===== config.mk =====
export PLATFORM = sky130hd
export DESIGN_NAME = switch_out_arbiter
export DESIGN_NICKNAME = d
export VERILOG_FILES = /design/src/rtl/switch_out_arbiter.sv
export SDC_FILE = /design/constraint.sdc
export NUM_CORES = 1
export LEC_CHECK = 0
export CORE_ASPECT_RATIO = 0.75
export CORE_MARGIN = 8
export CORE_UTILIZATION = 42
export DETAILED_ROUTE_END_ITERATION = 16
export GPL_TIMING_DRIVEN = 0
export PLACE_DENSITY = 0.85
export SLEW_MARGIN = 20
export SYNTH_ARGS = -nofsm -noshare
export SYNTH_HDL_FRONTEND = slang
export SYNTH_SLANG_ARGS = --single-unit

===== constraint.sdc =====
create_clock -name clk -period 2.65 [get_ports clk]
set_input_delay 0.53 -clock clk [delete_from_list [all_inputs] [get_ports clk]]
set_output_delay 0.53 -clock clk [all_outputs]
set_load 0.01 [all_outputs]

===== src/rtl/switch_out_arbiter.sv =====
`default_nettype none
// ============================================================================
// Module      : switch_out_arbiter
// Description : Output-side arbiter for a 4x4 switch. Every output port runs
//               its own IDLE/BUSY machine and grants one input at a time,
//               using a rotating (round-robin) search pointer. An input whose
//               destination byte is illegal is flagged with a registered drop
//               pulse and is never granted.
//
// Ports       : clk        - single clock, rising edge
//               reset      - asynchronous, active-high
//               valid_in   - [3:0]  per-input request, held until in_ack/drop
//               addr_in    - [31:0] destination byte per input (port i: [8i+7:8i])
//               rcv_rdy    - [3:0]  per-output receiver ready
//               data_rd    - [3:0]  per-output transfer-complete acknowledge
//               grant_sel  - [7:0]  granted input index for output j in [2j+1:2j]
//               valid_out  - [3:0]  output j owns a granted transfer
//               in_ack     - [3:0]  one-cycle pulse, request of input i accepted
//               drop       - [3:0]  one-cycle pulse, input i has illegal destination
//               timeout    - [3:0]  one-cycle pulse, output j force-released
//
// Build option: define ARB_TIMEOUT_EN to add per-output watchdog counters that
//               force a BUSY output back to IDLE after TIMEOUT_CYCLES cycles
//               without data_rd. Without it timeout is tied low.
//
// Revision    : 1.0 - initial release
// ============================================================================
module switch_out_arbiter #(
    parameter int TIMEOUT_CYCLES = 16
) (
    input  logic        clk,
    input  logic        reset,
    input  logic [3:0]  valid_in,
    input  logic [31:0] addr_in,
    input  logic [3:0]  rcv_rdy,
    input  logic [3:0]  data_rd,
    output logic [7:0]  grant_sel,
    output logic [3:0]  valid_out,
    output logic [3:0]  in_ack,
    output logic [3:0]  drop,
    output logic [3:0]  timeout
);

    typedef enum logic [0:0] {
        S_IDLE = 1'b0,
        S_BUSY = 1'b1
    } state_t;

    state_t     r_state [4];
    logic [1:0] r_ptr   [4];
    logic [1:0] r_sel   [4];
    logic [3:0] r_valid_out;
    logic [3:0] r_in_ack;
    logic [3:0] r_drop;

    logic [3:0] w_legal;
    logic [1:0] w_dest    [4];
    logic [3:0] w_busy_in;
    logic [3:0] w_req     [4];   // w_req[j][i]: input i requests output j
    logic [3:0] w_win_found;
    logic [1:0] w_win_idx [4];
    logic [3:0] w_grant;
    logic [3:0] w_release;
    logic [3:0] w_expire;
    logic [3:0] w_ack_next;

    // Zero is not a meaningful watchdog length; this block only exists so the
    // parameter is referenced in every build.
    if (TIMEOUT_CYCLES < 1) begin : g_bad_timeout_cycles
    end

    // ------------------------------------------------------------------------
    // Request decode and round-robin winner search
    // ------------------------------------------------------------------------
    always_comb begin
        logic [1:0] w_cand;
        w_busy_in  = '0;
        w_win_found = '0;
        w_grant    = '0;
        w_ack_next = '0;
        w_cand     = 2'd0;
        for (int i = 0; i < 4; i++) begin
            w_legal[i] = (addr_in[8*i+2 +: 6] == 6'd0);
            w_dest[i]  = addr_in[8*i +: 2];
        end
        // An input already owning some output may not be granted again.
        for (int j = 0; j < 4; j++) begin
            if (r_state[j] == S_BUSY) begin
                w_busy_in[r_sel[j]] = 1'b1;
            end
        end
        for (int j = 0; j < 4; j++) begin
            for (int i = 0; i < 4; i++) begin
                w_req[j][i] = valid_in[i] & w_legal[i] &
                              (w_dest[i] == 2'(j)) & ~w_busy_in[i];
            end
            // Scan from the farthest candidate back to ptr so the candidate
            // nearest to ptr is the one left standing.
            w_win_idx[j] = r_ptr[j];
            for (int k = 3; k >= 0; k--) begin
                w_cand = r_ptr[j] + 2'(k);
                if (w_req[j][w_cand]) begin
                    w_win_found[j] = 1'b1;
                    w_win_idx[j]   = w_cand;
                end
            end
            w_grant[j] = (r_state[j] == S_IDLE) & rcv_rdy[j] & w_win_found[j];
            // Each input targets a single destination, so at most one output
            // can grant a given input in any cycle.
            if (w_grant[j]) begin
                w_ack_next[w_win_idx[j]] = 1'b1;
            end
            w_release[j] = (r_state[j] == S_BUSY) & (data_rd[j] | w_expire[j]);
        end
    end

    // ------------------------------------------------------------------------
    // Per-output FSMs and registered pulse outputs
    // ------------------------------------------------------------------------
    always_ff @(posedge clk or posedge reset) begin
        if (reset) begin
            for (int j = 0; j < 4; j++) begin
                r_state[j] <= S_IDLE;
                r_ptr[j]   <= 2'd0;
                r_sel[j]   <= 2'd0;
            end
            r_valid_out <= '0;
            r_in_ack    <= '0;
            r_drop      <= '0;
        end else begin
            r_in_ack <= w_ack_next;
            r_drop   <= valid_in & ~w_legal;
            for (int j = 0; j < 4; j++) begin
                if (w_grant[j]) begin
                    r_state[j]     <= S_BUSY;
                    r_sel[j]       <= w_win_idx[j];
                    r_valid_out[j] <= 1'b1;
                end else if (w_release[j]) begin
                    // grant_sel is kept; only the pointer moves past the
                    // input just served (2-bit wrap).
                    r_state[j]     <= S_IDLE;
                    r_valid_out[j] <= 1'b0;
                    r_ptr[j]       <= r_sel[j] + 2'd1;
                end
            end
        end
    end

    // ------------------------------------------------------------------------
    // Optional BUSY watchdog
    // ------------------------------------------------------------------------
`ifdef ARB_TIMEOUT_EN
    localparam int c_CNT_W = (TIMEOUT_CYCLES > 1) ? $clog2(TIMEOUT_CYCLES) : 1;
    localparam logic [c_CNT_W-1:0] c_CNT_LAST = c_CNT_W'(TIMEOUT_CYCLES - 1);

    logic [c_CNT_W-1:0] r_cnt [4];
    logic [3:0]         r_timeout;

    // The count compares against LAST so the release lands at the end of the
    // TIMEOUT_CYCLES-th BUSY cycle; data_rd in that cycle wins.
    always_comb begin
        for (int j = 0; j < 4; j++) begin
            w_expire[j] = (r_state[j] == S_BUSY) & ~data_rd[j] &
                          (r_cnt[j] == c_CNT_LAST);
        end
    end

    always_ff @(posedge clk or posedge reset) begin
        if (reset) begin
            for (int j = 0; j < 4; j++) begin
                r_cnt[j] <= '0;
            end
            r_timeout <= '0;
        end else begin
            r_timeout <= w_expire;
            for (int j = 0; j < 4; j++) begin
                if (w_grant[j]) begin
                    r_cnt[j] <= '0;
                end else if ((r_state[j] == S_BUSY) && !data_rd[j] && !w_expire[j]) begin
                    r_cnt[j] <= r_cnt[j] + c_CNT_W'(1);
                end
            end
        end
    end

    assign timeout = r_timeout;
`else
    assign w_expire = '0;
    assign timeout  = '0;
`endif

    // ------------------------------------------------------------------------
    // Output mapping
    // ------------------------------------------------------------------------
    for (genvar j = 0; j < 4; j++) begin : g_grant_sel
        assign grant_sel[2*j +: 2] = r_sel[j];
    end

    assign valid_out = r_valid_out;
    assign in_ack    = r_in_ack;
    assign drop      = r_drop;

endmodule
`default_nettype wire


==> results.py <==
metrics = {
    "clock_tree": {
        "clock-sinks": 28,
        "path_clk_slew_ps": 110,
        "cts_tree": "done",
        "clockRootBuffer": "clkbuf_8",
        "cts_max_level": 1,
        "cts_made_buffers": 3,
        "clkLatencyLatePin_ps": 300,
        "cts.path.max_buffers": 2,
    },
    "critical_path": {
        "path_class": "reg -> reg",
        "r2r-start": "grant_sel[5]",
        "r2r-end": "in_ack[1]",
        "r2r_cells": 9,
        "crit_fanout": 5,
        "cp-start-kind": "register",
        "slowest_stage": "dfrtp_1",
        "max_stage_delay_ps": 450,
        "required_ps": 2830,
        "r2r_slack_ps": -30,
        "end_kind": "register",
        "cp.arrival_ps": 2870,
        "cp_cell_sequence": "ha_1 > a222oi_1 > nand4_1 > buf_6 > or2_4 > a311oi_2 > a21o_2 > o22ai_2 > a311o_1",
    },
    "drt": {
        "first_iter_violations": 210,
        "wirelength_um": 7820,
        "routedWlPerCell_um": 19.3,
        "drt-pass1-iter-count": 5,
        "num_vias": 2414,
        "viasPerCell": 5.96,
        "drc": 0,
        "ant_nets": 0,
    },
    "place": {
        "io_buffers": 65,
        "dpl.cell_count": 382,
        "place.gp.congestion": 0.905,
        "placed_area_um2": 2910,
        "hpwl_um": 5340,
    },
    "floorplan": {
        "coreArea_um2": 4950,
        "initial_core_util_pct": 43.9,
        "num_rows": 22,
        "die_area_um2": 7770,
        "io_pins": 70,
        "die_h_um": 78.4,
        "die_x_um": 99.1,
    },
    "cells_and_area": {
        "antenna_cells": 0,
        "stdcell_area_um2": 3320,
        "final_nets": 408,
        "instances_no_fill": 405,
        "utilization_pct": 67.1,
        "area_growth_pct": 52.6,
        "drive_above_1_share_pct": 21.7,
    },
    "pwr": {
        "powerDensity_nw_per_um2": 390,
        "leakagePower_nw": 1.36,
        "ir_worst_vdd_uv": 209,
    },
    "sta": {
        "worst_pin_slew_ps": 609,
        "fin_crit_sh_pct": 101,
        "layout_setup_ws_ps": -33.3,
        "fin_hold_ws_ps": 564,
        "relSlewSlack_pct": 59.3,
        "setup_viol": 2,
        "rsz0062_at_grt": "yes",
        "slew_viol_final": 0,
        "period_needed_ps": 2680,
        "fin_skew_ps": 6.97,
        "hold_viol_final": 0,
        "fmax_mhz": 373,
    },
    "yosys": {
        "ys_top_cells_by_count": "28 x dfrtp_1, 25 x inv_1, 25 x nand2_1",
        "synth_area_leaders": "dfrtp_1 32%, ha_1 9.2%, inv_1 4.3%, nand2_1 4.3%, a21boi_0 3.8%",
        "ys_seq_area_share_pct": 32.2,
        "synth_edf_count": 0,
        "synth_top_area_share_pct": 32.2,
        "synth_top_cell_by_area": "dfrtp_1",
        "avgSynthCellArea_um2": 8.57,
        "syn_inst": 254,
        "netlist_area_um2": 2180,
        "ys_seq_elements": 28,
        "yosysUniqueCellTypes": 53,
        "synthFlopType": "dfrtp_1",
        "synth_most_common_cell": "dfrtp_1",
        "synth-async-reset-ratio_pct": 100,
        "yosys_warnings": 0,
    },
    "global_routing": {
        "grt_max_degree": 29,
        "grt_pass1_wl_um": 11500,
        "grt_overflow": 0,
        "antenna_found_initial": 0,
        "first_global_vias": 2328,
        "track_usage_pct": 18.3,
    },
    "outcome": {
        "violations": "setup timing",
        "status": "finished with violations",
    },
    "worst_hold_path": {
        "whs_path_depth": 2,
        "hp-start": "r_ptr[2]",
        "hold_end": "r_ptr[2]",
        "hold_class": "reg -> reg",
    },
    "run": {
        "maxCapViolations": 0,
    },
}
[per-stage QoR]
step | TNS, ps | setup slack, ps | power (W)
global route | -717 | -204 | 0.00135
floorplan | 0 | 110 | 0.000683
finish | -50.1 | -33.3 | 0.00130
global placement | -3000 | -435 | 0.000843
CTS | 0 | 4.75 | 0.00124
detailed placement | -4240 | -528 | 0.000852
[worst max-delay path: cells and delay by family (launching register included)]
family,cells,cell delay (ps)
AO/OA/AOI/OAI,5,1190
AND/OR/NAND/NOR,2,510
flip-flops,1,450
adder cells (fa/ha/maj),1,200
buffers and inverters,1,200
[kinds of logic after synthesis]
| kind of cell | synth area share, % |
|---|---|
| AO/OA/AOI/OAI | 26.1 |
| adder cells (fa/ha/maj) | 9.20 |
| buffers and inverters | 7.41 |
| flip-flops | 32.2 |
| multiplexers | 2.53 |
| other | 0.172 |
| AND/OR/NAND/NOR | 22.4 |
[power breakdown]
part / switching, W / leakage [nW] / internal, W
registers: 0.0000577 / 0.341 / 0.000467
logic: 0.000193 / 0.979 / 0.000211
clock network: 0.000163 / 0.0357 / 0.000203
[routing by layer]
metal  share of wire, %  track usage, %  vias up
met5                  0               0        -
met4                1.4            5.42        0
met3                 12            7.75       16
met2                 46            28.5      142
met1                 41            22.4     1133
li1                   -               -     1123
[registers in the layout, summed over array words and instances (netlist names)]
signal	count
valid_out	2
grant_sel	8
drop	4
r_state	2
in_ack	4
r_ptr	8
[layout by cell type, fill, tap and decap left out, types with 5 or more instances in the layout]
cell type / Yosys / final
a21boi_0: 11 / 9
nor3_1: 9 / 7
clkdlybuf4s50_1: 0 / 62
nor2b_1: 5 / 5
nand4_1: 6 / 7
buf_4: 4 / 20
nor2_1: 14 / 12
dfrtp_1: 28 / 25
a21oi_1: 5 / 5
nand2_1: 25 / 25
a211oi_2: 0 / 5
inv_1: 25 / 21
o21ai_0: 14 / 12
nand3_1: 6 / 6
ha_1: 16 / 13
[worst max-delay path by stage]
stage,cells after the start,slack [ps],to,startpoint
finish,9,-30,in_ack[1],grant_sel[5]
global route,9,-200,in_ack[1],grant_sel[1]
CTS,9,5,in_ack[1],grant_sel[6]
detailed placement,8,-530,in_ack[2],addr_in[3]
global placement,8,-430,in_ack[3],addr_in[3]
floorplan,10,110,in_ack[1],grant_sel[0]
[cell type report]
type	count	area (um^2)
Timing Repair Buffer	83	801
Buffer	9	70.1
Multi-Input combinational cell	196	1510
Inverter	25	93.8
Tap cell	60	75.1
Sequential cell	28	704
Clock buffer	3	41.3
Fill cell	381	1630
Clock inverter	1	30.0
[what timing repair did]
item,CTS,global route
hold buffers,0,0
pin swaps,4,13
resized for setup,14,35
cloned,1,1
buffers inserted,8,9
setup endpoints to repair,6,6
Power figures use the tool's default switching activity.
